## config.mk

```make
export PLATFORM = sky130hd
export DESIGN_NAME = mmio_sig_monitor
export DESIGN_NICKNAME = d
export VERILOG_FILES = /design/src/rtl/mmio_mon_pkg.sv /design/src/rtl/mmio_mon_fifo.sv /design/src/rtl/mmio_sig_monitor.sv
export SDC_FILE = /design/constraint.sdc
export NUM_CORES = 1
export LEC_CHECK = 0
export ABC_AREA = 0
export CAP_MARGIN = 25
export CORE_MARGIN = 1
export CORE_UTILIZATION = 57
export DETAILED_ROUTE_END_ITERATION = 10
export PLACE_DENSITY = 0.9
export RECOVER_POWER = 25
export SLEW_MARGIN = 10
export SYNTH_ARGS = -nofsm -noshare
export SYNTH_HDL_FRONTEND = slang
export SYNTH_SLANG_ARGS = --single-unit
```

## constraint.sdc

```tcl
create_clock -name clk_i -period 10 [get_ports clk_i]
set_input_delay 1.5 -clock clk_i [delete_from_list [all_inputs] [get_ports clk_i]]
set_output_delay 1.5 -clock clk_i [all_outputs]
set_load 0.02 [all_outputs]
```

## src/rtl/mmio_mon_pkg.sv

```systemverilog
// Shared constants and types for the MMIO signal monitor: window offsets,
// FSM state and done-reason encodings, and the dump record layout.
package mmio_mon_pkg;

  localparam int unsigned STOP_OFF    = 32'h00;
  localparam int unsigned TRAP_OFF    = 32'h08;
  localparam int unsigned DUMP_OFF    = 32'h10;
  localparam int unsigned DUMP_STRIDE = 32'h08;

  // Record fields sized for the widest supported channel count (8 -> 4-bit id)
  localparam int REC_CH_W   = 4;
  localparam int REC_IDX_W  = 8;
  localparam int REC_DATA_W = 64;

  typedef enum logic [1:0] {
    ST_RUN   = 2'd0,
    ST_DRAIN = 2'd1,
    ST_DONE  = 2'd2
  } state_e;

  typedef enum logic [1:0] {
    REASON_NONE  = 2'd0,
    REASON_STOP  = 2'd1,
    REASON_TRAP  = 2'd2,
    REASON_CYCLE = 2'd3
  } done_reason_e;

  typedef struct packed {
    logic [REC_CH_W-1:0]   ch;
    logic [REC_IDX_W-1:0]  idx;
    logic [REC_DATA_W-1:0] data;
  } dump_rec_t;

  function automatic int unsigned dump_offset(input int unsigned ch);
    return DUMP_OFF + DUMP_STRIDE * ch;
  endfunction

endpackage

```

## src/rtl/mmio_mon_fifo.sv

```systemverilog
// Synchronous FIFO for dump records. Output is driven from stored state only
// and reads as zero when empty; a push into a full FIFO succeeds if a pop
// happens in the same cycle.
module mmio_mon_fifo #(
  parameter int Width = 8,
  parameter int Depth = 8
) (
  input  logic             clk,
  input  logic             rst,
  input  logic             push,
  input  logic [Width-1:0] push_data,
  input  logic             pop,
  output logic [Width-1:0] rd_data,
  output logic             full,
  output logic             empty
);

  localparam int PtrW = $clog2(Depth);

  logic [Width-1:0] mem [Depth];
  logic [PtrW-1:0]  wr_ptr_q, rd_ptr_q;
  logic [PtrW:0]    count_q;
  logic             do_push, do_pop;

  assign full    = (count_q == (PtrW+1)'(Depth));
  assign empty   = (count_q == '0);
  assign do_pop  = pop && !empty;
  assign do_push = push && (!full || do_pop);
  assign rd_data = empty ? '0 : mem[rd_ptr_q];

  always_ff @(posedge clk) begin
    if (do_push) begin
      mem[wr_ptr_q] <= push_data;
    end
  end

  // Depth is a power of two, so the pointers wrap naturally.
  always_ff @(posedge clk) begin
    if (rst) begin
      wr_ptr_q <= '0;
      rd_ptr_q <= '0;
      count_q  <= '0;
    end else begin
      if (do_push) begin
        wr_ptr_q <= wr_ptr_q + PtrW'(1);
      end
      if (do_pop) begin
        rd_ptr_q <= rd_ptr_q + PtrW'(1);
      end
      case ({do_push, do_pop})
        2'b10:   count_q <= count_q + (PtrW+1)'(1);
        2'b01:   count_q <= count_q - (PtrW+1)'(1);
        default: count_q <= count_q;
      endcase
    end
  end

endmodule

```

## src/rtl/mmio_sig_monitor.sv

```systemverilog
// Decodes stop/trap/dump writes from the tiny-SoC MMIO port, queues dump
// records and sequences RUN -> DRAIN -> DONE. Define MMIO_MON_CYCLE_LIMIT_EN
// to build the cycle-limit timeout (done reason 3).
module mmio_sig_monitor
  import mmio_mon_pkg::*;
#(
  parameter int                   AddrWidth   = 31,
  parameter int                   DataWidth   = 64,
  parameter logic [AddrWidth-1:0] SigBase     = 31'h60000000,
  parameter int                   NumDumpCh   = 2,
  parameter int                   IdxWidth    = 6,
  parameter int                   FifoDepth   = 8,
  parameter int                   DrainCycles = 500,
  parameter int                   CycleWidth  = 32
) (
  input  logic                            clk_i,
  input  logic                            rst_i,
  input  logic                            mmio_req_i,
  input  logic                            mmio_we_i,
  input  logic [AddrWidth-1:0]            mmio_addr_i,
  input  logic [DataWidth-1:0]            mmio_wdata_i,
  input  logic [DataWidth/8-1:0]          mmio_strb_i,
  input  logic                            trap_stop_en_i,
  input  logic [CycleWidth-1:0]           sim_len_i,
  output logic                            rec_valid_o,
  input  logic                            rec_ready_i,
  output logic [$clog2(NumDumpCh):0]      rec_ch_o,
  output logic [IdxWidth-1:0]             rec_idx_o,
  output logic [DataWidth-1:0]            rec_data_o,
  output logic                            trap_seen_o,
  output logic                            overflow_o,
  output logic                            draining_o,
  output logic                            done_o,
  output logic [1:0]                      done_reason_o
);

  localparam int ChWidth  = $clog2(NumDumpCh) + 1;
  localparam int RecWidth = ChWidth + IdxWidth + DataWidth;
  localparam int DrainW   = (DrainCycles > 2) ? $clog2(DrainCycles) : 1;

  localparam logic [AddrWidth-1:0] STOP_ADDR = SigBase + AddrWidth'(STOP_OFF);
  localparam logic [AddrWidth-1:0] TRAP_ADDR = SigBase + AddrWidth'(TRAP_OFF);

  state_e              state_q, state_d;
  done_reason_e        reason_q, reason_d;
  logic [DrainW-1:0]   drain_cnt_q, drain_cnt_d;
  logic [IdxWidth-1:0] idx_cnt_q [NumDumpCh];

  logic                 wr_en, stop_hit, trap_hit, limit_hit;
  logic [NumDumpCh-1:0] dump_hit;
  logic                 dump_any;
  logic [ChWidth-1:0]   dump_ch;
  logic [IdxWidth-1:0]  dump_idx;
  logic                 trap_seen_q, overflow_q;
  logic                 fifo_pop, fifo_full, fifo_empty;
  logic [RecWidth-1:0]  fifo_rd_data;
  logic                 unused_strb;

  // Byte strobes play no part in decode.
  assign unused_strb = ^mmio_strb_i;

  assign wr_en    = mmio_req_i && mmio_we_i && (state_q == ST_RUN);
  assign stop_hit = wr_en && (mmio_addr_i == STOP_ADDR);
  assign trap_hit = wr_en && (mmio_addr_i == TRAP_ADDR);

  always_comb begin
    dump_hit = '0;
    dump_any = 1'b0;
    dump_ch  = '0;
    dump_idx = '0;
    for (int k = 0; k < NumDumpCh; k++) begin
      if (wr_en && (mmio_addr_i == SigBase + AddrWidth'(dump_offset(unsigned'(k))))) begin
        dump_hit[k] = 1'b1;
        dump_any    = 1'b1;
        dump_ch     = ChWidth'(k);
        dump_idx    = idx_cnt_q[k];
      end
    end
  end

  // x0 is never dumped, so channel 0 numbering starts at 1.
  always_ff @(posedge clk_i) begin
    if (rst_i) begin
      for (int k = 0; k < NumDumpCh; k++) begin
        idx_cnt_q[k] <= (k == 0) ? IdxWidth'(1) : '0;
      end
    end else begin
      for (int k = 0; k < NumDumpCh; k++) begin
        if (dump_hit[k]) begin
          idx_cnt_q[k] <= idx_cnt_q[k] + IdxWidth'(1);
        end
      end
    end
  end

`ifdef MMIO_MON_CYCLE_LIMIT_EN
  logic [CycleWidth-1:0] cycle_q;

  always_ff @(posedge clk_i) begin
    if (rst_i) begin
      cycle_q <= '0;
    end else begin
      cycle_q <= cycle_q + CycleWidth'(1);
    end
  end

  assign limit_hit = (sim_len_i != '0) && (cycle_q == sim_len_i - CycleWidth'(1))
                     && (state_q != ST_DONE);
`else
  logic unused_sim_len;
  assign unused_sim_len = ^sim_len_i;
  assign limit_hit      = 1'b0;
`endif

  // The cycle limit outranks stop/trap; DrainCycles of 0 or 1 skips DRAIN.
  always_comb begin
    state_d     = state_q;
    reason_d    = reason_q;
    drain_cnt_d = drain_cnt_q;
    unique case (state_q)
      ST_RUN: begin
        if (limit_hit) begin
          state_d  = ST_DONE;
          reason_d = REASON_CYCLE;
        end else if (stop_hit || (trap_hit && trap_stop_en_i)) begin
          reason_d = stop_hit ? REASON_STOP : REASON_TRAP;
          if (DrainCycles <= 1) begin
            state_d = ST_DONE;
          end else begin
            state_d     = ST_DRAIN;
            drain_cnt_d = DrainW'(DrainCycles - 1);
          end
        end
      end
      ST_DRAIN: begin
        if (limit_hit) begin
          state_d  = ST_DONE;
          reason_d = REASON_CYCLE;
        end else if ((drain_cnt_q == DrainW'(1)) || (drain_cnt_q == '0)) begin
          state_d = ST_DONE;
        end else begin
          drain_cnt_d = drain_cnt_q - DrainW'(1);
        end
      end
      default: begin
        state_d = state_q;
      end
    endcase
  end

  always_ff @(posedge clk_i) begin
    if (rst_i) begin
      state_q     <= ST_RUN;
      reason_q    <= REASON_NONE;
      drain_cnt_q <= '0;
      trap_seen_q <= 1'b0;
      overflow_q  <= 1'b0;
    end else begin
      state_q     <= state_d;
      reason_q    <= reason_d;
      drain_cnt_q <= drain_cnt_d;
      if (trap_hit) begin
        trap_seen_q <= 1'b1;
      end
      if (dump_any && fifo_full && !fifo_pop) begin
        overflow_q <= 1'b1;
      end
    end
  end

  assign fifo_pop = rec_valid_o && rec_ready_i;

  mmio_mon_fifo #(
    .Width (RecWidth),
    .Depth (FifoDepth)
  ) u_fifo (
    .clk       (clk_i),
    .rst       (rst_i),
    .push      (dump_any),
    .push_data ({dump_ch, dump_idx, mmio_wdata_i}),
    .pop       (fifo_pop),
    .rd_data   (fifo_rd_data),
    .full      (fifo_full),
    .empty     (fifo_empty)
  );

  assign rec_valid_o                         = !fifo_empty;
  assign {rec_ch_o, rec_idx_o, rec_data_o}   = fifo_rd_data;
  assign trap_seen_o                         = trap_seen_q;
  assign overflow_o                          = overflow_q;
  assign draining_o                          = (state_q == ST_DRAIN);
  assign done_o                              = (state_q == ST_DONE);
  assign done_reason_o                       = reason_q;

endmodule

```

==> impl_metrics.ini, run 1 <==
[logic_synthesis]
synth_nets = 1301
synth_adder_area_share_pct = 0.475
synth.area.top_cells = edfxtp_1 73%, mux4_2 13%, mux2i_1 3.3%
async_flop_share_pct = 0
muxShareOfSynthArea_pct = 16.8
synth_edf_count = 580
synth_cell_types = 54
synth_top_family_by_area = multiplexers
synth_compound_area_share_pct = 1.07
yosys.area_share.simple_pct = 4.18
synth_top_area_share_pct = 73.4
yosys_warnings = 0
seq_area_frac_synth_pct = 75.8
syn-cell-area_sq_um = 23700
synth_top_flop_cell = edfxtp_1
synth_xor_area_share_pct = 0.517
syn_area_per_cell_sq_um = 20.6
synthCells = 1151
synth_area_leader_cell = edfxtp_1
ys_seq_elements = 608

[finish]
nNetsFinal = 1506
design_area_sq_um = 28000
fillCellCount = 2425
syn2layout_area_growth_pct = 17.9
drive_gt1_share_pct = 18.7
stdcell_count = 1935

[route]
drc = 0
vias = 11900
drt-wirelength-per-cell_microns = 25.3
ant_nets = 0
drtIter0Drc = 1038
vias_per_cell = 6.17
dr.pass1.iters = 5
routed_wl_microns = 49000

[place]
gp_congestion = 0.764
placed_area_sq_um = 26200
dp_hpwl_microns = 25900
placement.io_buffers = 178
dpl_worst_slack_ns = 4.56
dp_cells = 1827

[sta]
tightest_slew_ns = 1.12
fmax_ghz = 0.176
setup_violations = 0
finalSetupTns_ns = 0
max-slew-margin-rel_pct = 25.5
hold_violations = 0
slew_viol_final = 0
holdWs_ns = 0.455
fin_skew_ns = 0.0249
period_share_pct = 56.9
timing.final.ws_setup_ns = 4.31
rsz0062_at_grt = false
layout_min_cycle_time_ns = 5.69

[pwr]
ir_drop_mv = 0.151
power_density_nw_per_um2 = 173
p_leak_nw = 8.61

[setup_path]
cp_max_fo = 56
worstSetupStartpointType = flip-flop
r2r_cells = 12
cp.required_ns = 8.50
cp_cell_sequence = buf_4 > buf_4 > mux4_2 > mux2i_1 > nor2_1 > clkdlybuf4s50_1
crit_cells = 6
worstSetupPathType = flip-flop to output pin
r2r-start = u_fifo.count_q[1]$_SDFFE_PP0P_
crit_top_cell = buf_4
slowest_delay_ns = 0.76
critical-path-slowest-cell = buf_4
crit_path_end_kind = output pin
critical_path_buf_inv_count = 3
crit_family = buffers and inverters
arrival_ns = 4.19

[floorplanning]
fp.dieH_microns = 206
rows = 74
dieArea_sq_um = 42500
chipWidth_microns = 206
start_util_pct = 58.0
core_sq_um = 40900
ios = 220

[clock_tree]
cts_hold_buf = 0
post_cts_resized = 0
cts.sinks = 608
cts_tree = built
numCtsBuffers = 56
clock-root-buffer = clkbuf_16
cts_buffer_depth = 3
htreeDepth = 2
clock_latency_ns = 0.59
clkTransAtPathRegs_ns = 0.06
postCtsSetupBuffers = 0

[global_routing]
grt_pass1_vias = 12400
antenna_found_initial = 5
grt_pass1_wl_microns = 73400
grtUsageTotal_pct = 23.5
overflow = 0
grt_max_degree = 73

[hold_path]
hold_path_class = flip-flop to flip-flop
worstHoldStart = trap_seen_o$_SDFFE_PP0N_
whs_path_depth = 2

[status]
status = completed

[job]
drv_cap = 0
## cell usage after synthesis, drive strengths merged (2+ instances only)
cell,number
and4,2
nand2,11
and3,5
edfxtp,580
nor3,11
a21oi,12
a31oi,4
o21a,4
nand4,4
buf,28
dfxtp,28
xor2,8
ha,9
mux2i,79
o21ai,9
mux4,142
nor4b,3
nor4,7
clkbuf,26
inv,13
a211oi,3
or3,3
nor2,118
nand3,11
nand2b,7
xnor2,6
nor4bb,2
## per-layer routing
| layer | up-vias | track usage (%) | wire length (microns) |
|---|---|---|---|
| met5 | - | 0 | 9 |
| met4 | 2 | 6.01 | 942 |
| met3 | 79 | 4.24 | 3480 |
| met2 | 529 | 41.9 | 25900 |
| met1 | 6222 | 29.6 | 18700 |
| li1 | 5105 | - | - |
## worst min-delay path: stages (launching register included)
cell	delay, ns
dfxtp_1	0.31
inv_1	0.05
a21oi_1	0.05
## power breakdown
| group | internal, mW | switching, mW | total [mW] |
|---|---|---|---|
| clock | 1.12 | 0.865 | 1.99 |
| combinational | 0.0354 | 0.0390 | 0.0744 |
| sequential | 2.78 | 0.00170 | 2.78 |
| total | 3.94 | 0.905 | 4.84 |
## cell families after synthesis
| logic type | Yosys count |
|---|---|
| flip-flops | 608 |
| multiplexers | 221 |
| AND/OR/NAND/NOR | 190 |
| buffers and inverters | 68 |
| AO/OA/AOI/OAI | 40 |
| XOR/XNOR | 14 |
| adder cells (fa/ha/maj) | 9 |
| other | 1 |
## state kept, by name (all words and copies together), names as in the netlist, named ones only
| signal | flops |
|---|---|
| u_fifo.mem | 568 |
| idx_cnt_q | 12 |
| drain_cnt_q | 9 |
| u_fifo.count_q | 4 |
| u_fifo.rd_ptr_q | 3 |
| u_fifo.wr_ptr_q | 3 |
| done_reason_o | 2 |
| state_q | 2 |
| overflow_o | 1 |
| trap_seen_o | 1 |
## placed cells by master, fill, tap and decap left out, types with 4 or more instances in the layout
master and n:
nand3_1 11, diode_2 5, clkinv_1 17, nor3_1 7, clkdlybuf4s50_1 135, o21ai_0 9
mux4_2 142, edfxtp_1 580, xnor2_1 6, clkbuf_1 15, buf_4 18, mux2i_1 79
nand2b_1 6, dlygate4sd3_1 43, a21oi_1 12, clkinv_2 8, clkbuf_16 57, and3_1 5
nand2_1 10, dfxtp_1 25, o21a_1 4, a31oi_1 4, inv_1 13, nor2_1 111
xor2_1 8, ha_1 9, nor2_4 7, nor4_4 4
## worst paths after layout
| check | to | slack, ns |
|---|---|---|
| worst min register to register | trap_seen_o$_SDFFE_PP0N_ | 0.46 |
| worst min-delay path | trap_seen_o$_SDFFE_PP0N_ | 0.46 |
| worst max register to register | u_fifo.count_q[2]$_SDFFE_PP0P_ | 6.39 |
| worst max-delay path | rec_idx_o[2] | 4.31 |
## per-stage QoR
| step | utilization, % | total power, mW |
|---|---|---|
| floorplan | - | 2.85 |
| global placement | 63.9 | 2.91 |
| detailed placement | 64.0 | 2.91 |
| CTS | 68.1 | 4.87 |
| global route | 68.3 | 4.97 |
| finish | 68.4 | 4.84 |
## layout make-up
cell class / count / area (sq um) / area share, %
diodes: 5 / 12.5 / 0.0447
clock buffers: 73 / 1500 / 5.35
clock inverters: 27 / 190 / 0.680
inverters: 14 / 52.6 / 0.188
multi-input cells: 475 / 5530 / 19.8
flip-flops and latches: 608 / 18000 / 64.3
well taps: 532 / 666 / 2.38
repair buffers: 201 / 2040 / 7.29
Note: power is estimated with default switching activity, not from simulation.
==> run 2, diff against run 1 <==
clock period = 5.71 ns   (was 10 ns; I/O delays follow)
==> run 2 against run 1 <==
Routed wire length rose by 4.4%; utilization rose by 0.41 points; non-clock buffer count rose by 2; final area rose by 0.59%; critical path type unchanged; critical endpoint is now rec_data_o[2]; largest power group unchanged; highest routed layer unchanged.
==> impl_metrics.ini, run 2 (synthesis results as in run 1) <==
[setup_path]
arrival_ns = 3.50
critical-path-slowest-cell = dfxtp_4
cp.required_ns = 4.85
slowest_delay_ns = 0.93
cp_max_fo = 40
worstSetupPathType = flip-flop to output pin
worstReg2RegEnd = u_fifo.count_q[2]$_SDFFE_PP0P_
reg2reg_slack_ns = 2.39
crit_path_end_kind = output pin
cp_cell_sequence = buf_4 > mux4_2 > mux2i_1 > nor2_1 > clkdlybuf4s50_1
worstSetupStartpointType = flip-flop
r2r_cells = 11
r2r-start = u_fifo.count_q[1]$_SDFFE_PP0P_

[status]
status = completed

[clock_tree]
cts_hold_buf = 0
clock_latency_ns = 0.61
clock-root-buffer = clkbuf_16
numCtsBuffers = 57
cts_buffer_depth = 3
cts.sinks = 608
htreeDepth = 2
post_cts_resized = 0
cts_tree = built
postCtsSetupBuffers = 0
clkTransAtPathRegs_ns = 0.06

[place]
dpl_worst_slack_ns = 1.40
gp_congestion = 0.769
dp_hpwl_microns = 27700
placement.io_buffers = 178

[finish]
regArea_sq_um = 18000
multi_input_area_sq_um = 5540
top_regs = u_fifo.mem x568, idx_cnt_q x12, drain_cnt_q x9
final_cell_mix = 580 x edfxtp_1, 142 x mux4_2, 133 x clkdlybuf4s50_1, 111 x nor2_1, 79 x mux2i_1
drive_gt1_share_pct = 19.5
nNetsFinal = 1509
fillCellCount = 2404
layout_commonest_cell = edfxtp_1
largest_register = u_fifo.mem
syn2layout_area_growth_pct = 18.6
largest_reg_flops = 568

[sta]
layout_min_cycle_time_ns = 4.35
slew_viol_final = 0
fmax_ghz = 0.230
max-slew-margin-rel_pct = 34.4
period_share_pct = 76.2
hold_violations = 0
timing.final.ws_setup_ns = 1.36
tightest_slew_ns = 0.981
setup_violations = 0
finalSetupTns_ns = 0
rsz0062_at_grt = false
fin_skew_ns = 0.0150

[hold_path]
whs_path_depth = 2
worstHoldStart = trap_seen_o$_SDFFE_PP0N_
hold_path_class = flip-flop to flip-flop
whs_endpoint = trap_seen_o$_SDFFE_PP0N_

[floorplanning]
ios = 220
chipWidth_microns = 206
dieArea_sq_um = 42500
fp.dieH_microns = 206
rows = 74
core_sq_um = 40900
start_util_pct = 58.0

[global_routing]
grt_pass1_vias = 12500
overflow = 0
grtUsageTotal_pct = 24.7
antenna_found_initial = 11
grt_max_degree = 72
grt_pass1_wl_microns = 75800

[job]
drv_cap = 0

[route]
drtIter0Drc = 1313
routed_wl_microns = 51200
ant_nets = 0
vias = 12000
vias_per_cell = 6.19
drc = 0
dr.pass1.iters = 5
drt-wirelength-per-cell_microns = 26.3

[pwr]
ir_drop_mv = 0.239
p_leak_nw = 8.65
power_density_nw_per_um2 = 306
-- run 2: changes by cell type in the layout (fill, tap and decap cells not counted), sizes merged, moves of 2 or more --
cell | before | now
clkdlybuf4s50 | 135 | 133
inv | 13 | 16
dlygate4sd3 | 43 | 45
clkbuf | 73 | 75
buf | 23 | 25
clkinvlp | 0 | 2
-- run 2: critical path: cells and delay by family, from the launching register on --
family	cells	cell delay, ns
flops	1	0.93
mux	2	0.76
buf+inv	2	1.10
simple gates	1	0.08
-- run 2: per-layer routing --
| layer | global-route usage, % | vias up | share of wire (%) |
|---|---|---|---|
| li1 | - | 5119 | - |
| met1 | 32.9 | 6272 | 39 |
| met2 | 41.2 | 535 | 51 |
| met3 | 5.58 | 90 | 7.2 |
| met4 | 6.49 | 10 | 1.9 |
| met5 | 0 | - | 0.13 |
-- run 2: worst max-delay path by stage --
stage	cells past startpoint	to	slack, ns
6_report	5	rec_data_o[2]	1.36
5_1_grt	5	rec_data_o[61]	1.08
4_1_cts	5	rec_data_o[2]	1.27
3_5_place_dp	7	u_fifo.mem[3][56]$_DFFE_PP_	1.40
3_3_place_gp	7	u_fifo.mem[3][49]$_DFFE_PP_	1.49
2_1_floorplan	5	u_fifo.mem[5][0]$_DFFE_PP_	0.24
-- run 2: layout make-up --
class                   count  area share (%)
inverters                  14           0.187
well taps                 532            2.37
repair buffers            203            7.49
clock buffers              75            5.57
clock inverters            31           0.725
flip-flops and latches    608            63.9
multi-input cells         475            19.7
diodes                      6          0.0534
-- run 2: stage by stage --
stage               std cells  utilization [%]  hold WS (ns)  power [mW]  cell area (sq um)
finish                   1944             68.8         0.462        8.60              28100
floorplan                1151                -         0.450        4.99              23700
global placement         1831             64.3         0.439        5.09              26300
detailed placement       1832             64.4         0.459        5.10              26400
global route             1939             68.7         0.481        8.81              28100
CTS                      1938             68.7         0.466        8.65              28100
-- run 2: report_power, final --
part           internal (mW)  switching, mW
sequential              4.87        0.00287
combinational         0.0622         0.0686
clock                   2.02           1.58
total                   6.95           1.65
